**src/rtl/gomoku_pkg.sv**
```systemverilog
// Shared board types: cell codes, line directions, checker FSM states, direction deltas.
// Latency: none (types and pure functions only).
// Backpressure: not applicable.
package gomoku_pkg;

    localparam int BOARD_DIM = 16;
    localparam int COORD_W   = 4;

    typedef enum logic [1:0] {
        CELL_EMPTY = 2'b00,
        CELL_P1    = 2'b01,
        CELL_P2    = 2'b10,
        CELL_RSVD  = 2'b11
    } cell_t;

    typedef enum logic [1:0] {
        DIR_H = 2'd0,   // +x
        DIR_V = 2'd1,   // +y
        DIR_D = 2'd2,   // +x +y
        DIR_A = 2'd3    // +x -y
    } dir_t;

    typedef enum logic [1:0] {
        ST_IDLE   = 2'd0,
        ST_SCAN   = 2'd1,
        ST_FINISH = 2'd2
    } fsm_state_t;

    typedef struct packed {
        logic signed [1:0] dx;
        logic signed [1:0] dy;
    } delta_t;

    // Unit step of the positive side of a direction.
    function automatic delta_t dir_delta(input dir_t dir);
        delta_t d;
        case (dir)
            DIR_H:   begin d.dx = 2'sd1; d.dy = 2'sd0;  end
            DIR_V:   begin d.dx = 2'sd0; d.dy = 2'sd1;  end
            DIR_D:   begin d.dx = 2'sd1; d.dy = 2'sd1;  end
            default: begin d.dx = 2'sd1; d.dy = -2'sd1; end
        endcase
        return d;
    endfunction

endpackage

```
**src/rtl/win_dir_stepper.sv**
```systemverilog
// Candidate cell generator: origin + step * side * delta(dir), with edge detection.
// Latency: purely combinational.
// Backpressure: none.
module win_dir_stepper
    import gomoku_pkg::*;
#(
    parameter int BOARD_DIM = gomoku_pkg::BOARD_DIM,
    parameter int COORD_W   = gomoku_pkg::COORD_W,
    parameter int STEP_W    = 3
) (
    input  logic [COORD_W-1:0]   org_x,
    input  logic [COORD_W-1:0]   org_y,
    input  dir_t                 dir,
    input  logic                 side_neg,
    input  logic [STEP_W-1:0]    step,
    output logic [2*COORD_W-1:0] cand_sel,
    output logic                 in_bounds
);
    // One extra sign bit: the walk stops at the first off-board cell, so a
    // candidate is never more than one cell past an edge and cannot alias.
    localparam int SW = COORD_W + 1;

    delta_t               delta;
    logic signed [SW-1:0] step_s;
    logic signed [SW-1:0] off_x;
    logic signed [SW-1:0] off_y;
    logic signed [SW-1:0] cand_x;
    logic signed [SW-1:0] cand_y;

    // Signed offset per axis, flipped for the negative side, then bounds check.
    always_comb begin
        delta  = dir_delta(dir);
        step_s = signed'(SW'(step));
        off_x  = '0;
        off_y  = '0;
        if (delta.dx != '0) off_x = (delta.dx[1] != side_neg) ? -step_s : step_s;
        if (delta.dy != '0) off_y = (delta.dy[1] != side_neg) ? -step_s : step_s;
        cand_x    = signed'({1'b0, org_x}) + off_x;
        cand_y    = signed'({1'b0, org_y}) + off_y;
        in_bounds = !cand_x[SW-1] && (int'(cand_x) < BOARD_DIM) &&
                    !cand_y[SW-1] && (int'(cand_y) < BOARD_DIM);
        cand_sel  = {cand_x[COORD_W-1:0], cand_y[COORD_W-1:0]};
    end
endmodule

```
**config.mk**
```make
export PLATFORM = sky130hd
export DESIGN_NAME = win_dir_stepper
export DESIGN_NICKNAME = d
export VERILOG_FILES = /design/src/rtl/gomoku_pkg.sv /design/src/rtl/win_dir_stepper.sv
export SDC_FILE = /design/constraint.sdc
export NUM_CORES = 1
export LEC_CHECK = 0
export BUFFER_PORTS_ARGS = -buffer_cell sky130_fd_sc_hd__buf_2
export CAP_MARGIN = 10
export CORE_AREA = 4 4 41 43
export DETAILED_ROUTE_END_ITERATION = 6
export DIE_AREA = 0 0 45 47
export PLACE_DENSITY_LB_ADDON = 0.05
export SLEW_MARGIN = 40
export SYNTH_ARGS = -nofsm -noshare
export SYNTH_HDL_FRONTEND = slang
export SYNTH_SLANG_ARGS = --single-unit
```
**constraint.sdc**
```tcl
create_clock -name vclk -period 6.54
set_input_delay 0.981 -clock vclk [all_inputs]
set_output_delay 0.981 -clock vclk [all_outputs]
set_load 0.03 [all_outputs]
```
After elaboration in Yosys (flattened, before gate mapping)
Index checks and enable logic that the tools add are counted.

word-level totals
  logic and storage cells = 22
  output and inout bits = 9
  register bits after elaboration = 0
  input port bits = 14

operators by class
  muxes and demuxes = 5
  equality and inequality tests = 4
  add/sub/neg operators = 3
  order comparisons = 2
  reduce and logical (&&, ||, !) cells = 8

operators with widths
  kind                                                 number
  two-way mux 5 bit                                    4
  < comparator 5 x 6 -> 1 bit, second input constant   2
  adder 5 bit                                          2
  case mux 3 bit (3 select lines)                      1
  negator 3 -> 5 bit                                   1
  nonzero test 2 bit                                   2
  logical AND 1 bit                                    3
  equality test 2 x 1 -> 1 bit, second input constant  1
  equality test 2 bit, second input constant           1
  zero test 1 bit                                      2
  zero test 2 bit                                      1
  inequality test 1 bit                                1
  inequality test 1 bit, first input constant          1

Logic depth before layout (Yosys ltp)
Gate-level depths: netlist of run 1.

  depth after elaboration = 9
  gate-level depth with buffers = 11
  mapped depth without buffers = 11

Least setup slack after synthesis of run 1
Ideal clock, no wire load.

  path kind = input port to output port
  start point = in step[0]
  end point = out in_bounds
  setup slack = 2.330 ns
  cell stages on the path = 9
  data required time = 5.559 ns
  data arrival time = 3.229 ns
  path buffers = 0
  path through = inv_1 ha_1 mux2i_1 or2_1 fa_1 nand2b_1 a21oi_2 a211oi_1 o31ai_1

on the way
  word-level cells in the longest chain between the ends = 8
  elaborated cells between the ends (all ways) = 14
  those cells by class = 3 x add/sub; 2 x order compare; 4 x mux; 5 x reduce/logical

ends and longest elaborated chain
  element                                                                RTL line                                      source
  start: declaration                                                     win_dir_stepper.sv:15                         input logic [STEP_W-1:0] step,
  negator 3 -> 5 bit                                                     win_dir_stepper.sv:36, win_dir_stepper.sv:37
  two-way mux 5 bit (2 in series)                                        win_dir_stepper.sv:36                         if (delta.dx != '0) off_x = (delta.dx[1] != side_neg) ? -step_s : step_s;
  adder 5 bit                                                            win_dir_stepper.sv:38                         cand_x = signed'({1'b0, org_x}) + off_x;
  < comparator 5 x 6 -> 1 bit / zero test 1 bit (equally long branches)  win_dir_stepper.sv:40                         in_bounds = !cand_x[SW-1] && (int'(cand_x) < BOARD_DIM) &&
  logical AND 1 bit (2 in series)                                        win_dir_stepper.sv:40
  logical AND 1 bit (*)                                                  win_dir_stepper.sv:41                         !cand_y[SW-1] && (int'(cand_y) < BOARD_DIM);
  end: declaration                                                       win_dir_stepper.sv:17                         output logic in_bounds

Mark *: on every way between the ends. The rest lies on a longest branch, timed or not.

Worst setup path after layout of run 1
Same ends and word-level chain as after synthesis.

==> flow_metrics.env, run 1 <==
export IMPL_run_status="completed"
export IMPL_grt_max_degree=12
export IMPL_vdd_ir_drop_worst_uv=76.3
export IMPL_ctsHoldBuffers=0
export IMPL_end_kind="primary output"
export IMPL_fmax_mhz=242
export IMPL_dr_total_vias=510
export IMPL_regArea_um2=0
export IMPL_synth_commonest_cells="inv_1 (12), ha_1 (10), nor2_1 (10)"
export IMPL_wirelength_um=1000
export IMPL_synthTopCellsByArea="ha_1 (23%), inv_1 (8.4%), fa_1 (7.4%)"
export IMPL_antenna_left=0
export IMPL_top_layer="met3"
export IMPL_setup_tns_ns=0
export IMPL_die_y_um=47
export IMPL_syn_inst=71
export IMPL_area_growth_syn_to_layout_pct=18.8
export IMPL_synth_cell_area_um2=538
export IMPL_finalHoldViolations=0
export IMPL_cts_resized=0
export IMPL_detail_route_vias_per_cell=4.81
export IMPL_p_leak_uw=0.000378
export IMPL_slew_violations=0
export IMPL_cp_arrival_ns=3.15
export IMPL_clkPwrFrac=0
export IMPL_startpoint_type="input pin"
export IMPL_rsz0062_at_grt="no"
export IMPL_ys_types=27
export IMPL_period_share=0.631
export IMPL_slew_headroom=0.770
export IMPL_met2WireLength_um=409
export IMPL_antenna_cells=0
export IMPL_grt_usage=0.102
export IMPL_gp_congestion=0.668
export IMPL_die_area_um2=2120
export IMPL_wl_met3_um=85
export IMPL_fin_total_pwr_uw=88.0
export IMPL_wl_met1_um=505
export IMPL_ys_warn_count=0
export IMPL_power_frac_seq=0
export IMPL_wl_per_cell_um=9.43
export IMPL_drcViolationCount=0
export IMPL_dr_pass1_iters=4
export IMPL_grt_pass1_vias=437
export IMPL_nClkBuffers=0
export IMPL_dp_hpwl_um=929
export IMPL_path_max_fanout=5
export IMPL_drv_cap=0
export IMPL_avgSynthCellArea_um2=7.58
export IMPL_pwr_density_cell_nw_per_um2=138
export IMPL_antenna_found_initial=0
export IMPL_yosysSeqAreaShare=0
export IMPL_core_area_um2=1300
export IMPL_seq_cell_count=0
export IMPL_nNetsFinal=119
export IMPL_fin_crit_ns=4.13
export IMPL_tightestPinTransition_ns=0.343
export IMPL_hp_class="in -> out"
export IMPL_port_buffer_count=23
export IMPL_p_comb_frac=1.000
export IMPL_row_count=13
export IMPL_die_x_um=45
export IMPL_internal_power_uw=33.2
export IMPL_initial_utilization=0.413
export IMPL_yosysMostFrequentCell="inv_1"
export IMPL_grt_pass1_wl_um=1730
export IMPL_drive_above_1_share=0.308
export IMPL_required_ns=5.56
export IMPL_synth_nets=97
export IMPL_drt_first_iter_violations=15
export IMPL_critPathKind="in -> out"
export IMPL_grt_ovfl_total=0
export IMPL_switching_power_uw=54.9
export IMPL_yosys_area_top_type="ha_1"
export IMPL_postCtsSetupRepairBufs=0
export IMPL_netSwitchingFraction=0.623
export IMPL_yosys_area_top_type_share=0.233
export IMPL_ios=23
export IMPL_finalSetupViolCount=0
==> per-stage QoR <==
step	setup WS, ns	std cells	util	area, um^2	hold WS [ns]
6_report	2.41	106	0.491	639	2.34
5_1_grt	2.26	106	0.491	639	2.35
4_1_cts	2.39	106	0.491	639	2.34
3_5_place_dp	2.40	106	0.491	639	2.34
3_3_place_gp	2.40	106	0.491	639	2.33
2_1_floorplan	2.33	71	-	538	2.23
==> metal layers <==
layer  up-vias  GRT usage
met5         -          0
met4         0          0
met3         0          0
met2        16      0.167
met1       217      0.159
li1        277          -
==> cells by family after synthesis <==
family,after synthesis,synth area share
buffers and inverters,15,0.144
AND/OR/NAND/NOR,21,0.191
multiplexers,5,0.0954
XOR/XNOR,5,0.0954
adder cells (fa/ha/maj),12,0.307
AO/OA/AOI/OAI,13,0.167
==> worst max-delay path, cell delays in order <==
cell and delay [ns]:
buf_2 0.09, inv_1 0.06, ha_1 0.29, mux2i_1 0.09, or2_1 0.25, fa_1 0.43
nand2b_1 0.17, a21oi_2 0.21, and4b_1 0.23, o21ai_2 0.05, o31ai_1 0.07, buf_2 0.24
==> final cells by class <==
cell class	instances	area, um^2
Timing Repair Buffer	23	115
Tap cell	15	18.8
Inverter	12	45.0
Fill cell	143	662
Multi-Input combinational cell	56	460
==> cell usage in the layout, fill, tap and decap left out, drive strengths merged, types with 2 or more instances in the layout <==
cell,n
inv,12
a21oi,5
buf,23
nor2,10
ha,10
nor3,3
fa,2
nand2,3
mux2i,4
xnor2,5
a21o,3
==> final timing paths <==
path | to | cells after the start | from | slack, ns
min | cand_sel[0] | 3 | org_y[0] | 2.34
max | in_bounds | 12 | step[0] | 2.41
==> power groups by stage <==
stage | sequential [uW] | combinational (uW) | clock (uW)
floorplan | 0 | 69.7 | 0
global placement | 0 | 89.0 | 0
detailed placement | 0 | 89.3 | 0
CTS | 0 | 89.5 | 0
global route | 0 | 98.2 | 0
finish | 0 | 88.0 | 0
(Power assumes the default switching activity.)
==> inputs of run 2 (changes only) <==
==> constraint.sdc (replaced) <==
create_clock -name vclk -period 3.9
set_input_delay 0.585 -clock vclk [all_inputs]
set_output_delay 0.585 -clock vclk [all_outputs]
set_load 0.03 [all_outputs]
==> run 2 against run 1 <==
Effect of this change: first-iteration DRC count down 53%; power rose by 68%; critical path depth unchanged; die area did not move; final cell count is the same; utilization stayed put; clock-buffer cell count did not move; hold slack worse by 0.79 ns; sequential cell count is the same; global-route usage increased by 0.30 points.
==> flow_metrics.env, run 2 (synthesis gave the netlist of run 1 again) <==
export IMPL_antenna_cells=0
export IMPL_dr_pass1_iters=4
export IMPL_port_buffer_count=23
export IMPL_cpMaxStageDelayCell="fa_1"
export IMPL_slew_violations=0
export IMPL_ios=23
export IMPL_row_count=13
export IMPL_nNetsFinal=119
export IMPL_initial_utilization=0.413
export IMPL_postCtsSetupRepairBufs=0
export IMPL_vdd_ir_drop_worst_uv=115
export IMPL_startpoint_type="input pin"
export IMPL_mostFrequentLayoutCell="buf_2"
export IMPL_required_ns=3.31
export IMPL_cp_arrival_ns=2.76
export IMPL_core_area_um2=1300
export IMPL_ctsHoldBuffers=0
export IMPL_tightestPinTransition_ns=0.291
export IMPL_rsz0062_at_grt="no"
export IMPL_drive_above_1_share=0.308
export IMPL_grt_pass1_vias=423
export IMPL_utilization=0.491
export IMPL_hp_class="in -> out"
export IMPL_cts_resized=0
export IMPL_dr_total_vias=515
export IMPL_detail_route_vias_per_cell=4.86
export IMPL_regArea_um2=0
export IMPL_run_status="completed"
export IMPL_pwr_density_cell_nw_per_um2=231
export IMPL_slowest_delay_ns=0.42
export IMPL_period_share=0.858
export IMPL_die_y_um=47
export IMPL_crit_chain="buf_2 > inv_1 > ha_1 > mux2i_1 > or2_1 > fa_1 > nand2b_1 > a21oi_2 > nor3_1 > a211oi_1 > o31ai_1 > buf_2"
export IMPL_grt_pass1_wl_um=1770
export IMPL_drcViolationCount=0
export IMPL_area_growth_syn_to_layout_pct=18.8
export IMPL_die_area_um2=2120
export IMPL_critPathKind="in -> out"
export IMPL_grt_usage=0.105
export IMPL_seq_cell_count=0
export IMPL_wl_per_cell_um=9.63
export IMPL_drv_cap=0
export IMPL_gp_congestion=0.724
export IMPL_fmax_mhz=299
export IMPL_end_kind="primary output"
export IMPL_cpMostUsedCell="buf_2"
export IMPL_nFillCells=136
export IMPL_layout_common_cells="buf_2 (23), inv_1 (12), nor2_1 (10), ha_1 (10)"
export IMPL_hold_path_depth=3
export IMPL_finalHoldViolations=0
export IMPL_finalSetupViolCount=0
export IMPL_wirelength_um=1020
export IMPL_fin_crit_ns=3.35
export IMPL_nClkBuffers=0
export IMPL_die_x_um=45
export IMPL_slew_headroom=0.804
export IMPL_path_max_fanout=5
export IMPL_dp_hpwl_um=923
export IMPL_grt_ovfl_total=0
export IMPL_p_leak_uw=0.000378
export IMPL_grt_max_degree=12
export IMPL_drt_first_iter_violations=7
export IMPL_antenna_found_initial=0
export IMPL_setup_tns_ns=0
export IMPL_antenna_left=0
run 2: cell counts in the layout (fill, tap and decap cells not counted):
Identical to the previous run, type by type.
run 2: metrics by stage:
stage	power [uW]	worst slack [ns]	area, um^2	instances	hold WS, ns
after floorplan	117	0.482	538	71	1.44
after global placement	149	0.559	639	106	1.54
after detailed placement	150	0.533	639	106	1.54
after CTS	151	0.523	639	106	1.55
after global routing	165	0.332	639	106	1.57
final	148	0.555	639	106	1.54
run 2: final timing paths:
| path | start | end | slack, ns |
|---|---|---|---|
| setup / recovery | step[0] | in_bounds | 0.55 |
| hold / removal | org_x[0] | cand_sel[4] | 1.54 |
run 2: layout make-up:
class,count,area [um^2],share of cell area
repair buffers,23,115,0.180
well taps,15,18.8,0.0294
multi-input cells,56,460,0.720
inverters,12,45.0,0.0705
run 2: critical path: cells and delay by family:
kind / cells / cell delay [ns]
adders and majority gates: 2 / 0.71
AOI/OAI and AO/OA: 3 / 0.55
and+or+nand+nor: 3 / 0.51
buffers and inverters: 3 / 0.33
muxes: 1 / 0.08
run 2: per-layer routing:
layer  wire, um  part of all wire  vias up  track usage
met3         84             0.082        0            0
met1        521              0.51      221        0.170
met2        415              0.41       14        0.164
li1           -                 -      280            -
met5          0                 0        -            0
met4          0                 0        0            0
run 2: power breakdown:
part | switching (uW) | internal (uW) | leakage (uW) | total (uW)
logic | 92.1 | 55.7 | 0.000378 | 148
registers | 0 | 0 | 0 | 0
clock network | 0 | 0 | 0 | 0
total | 92.1 | 55.7 | 0.000378 | 148
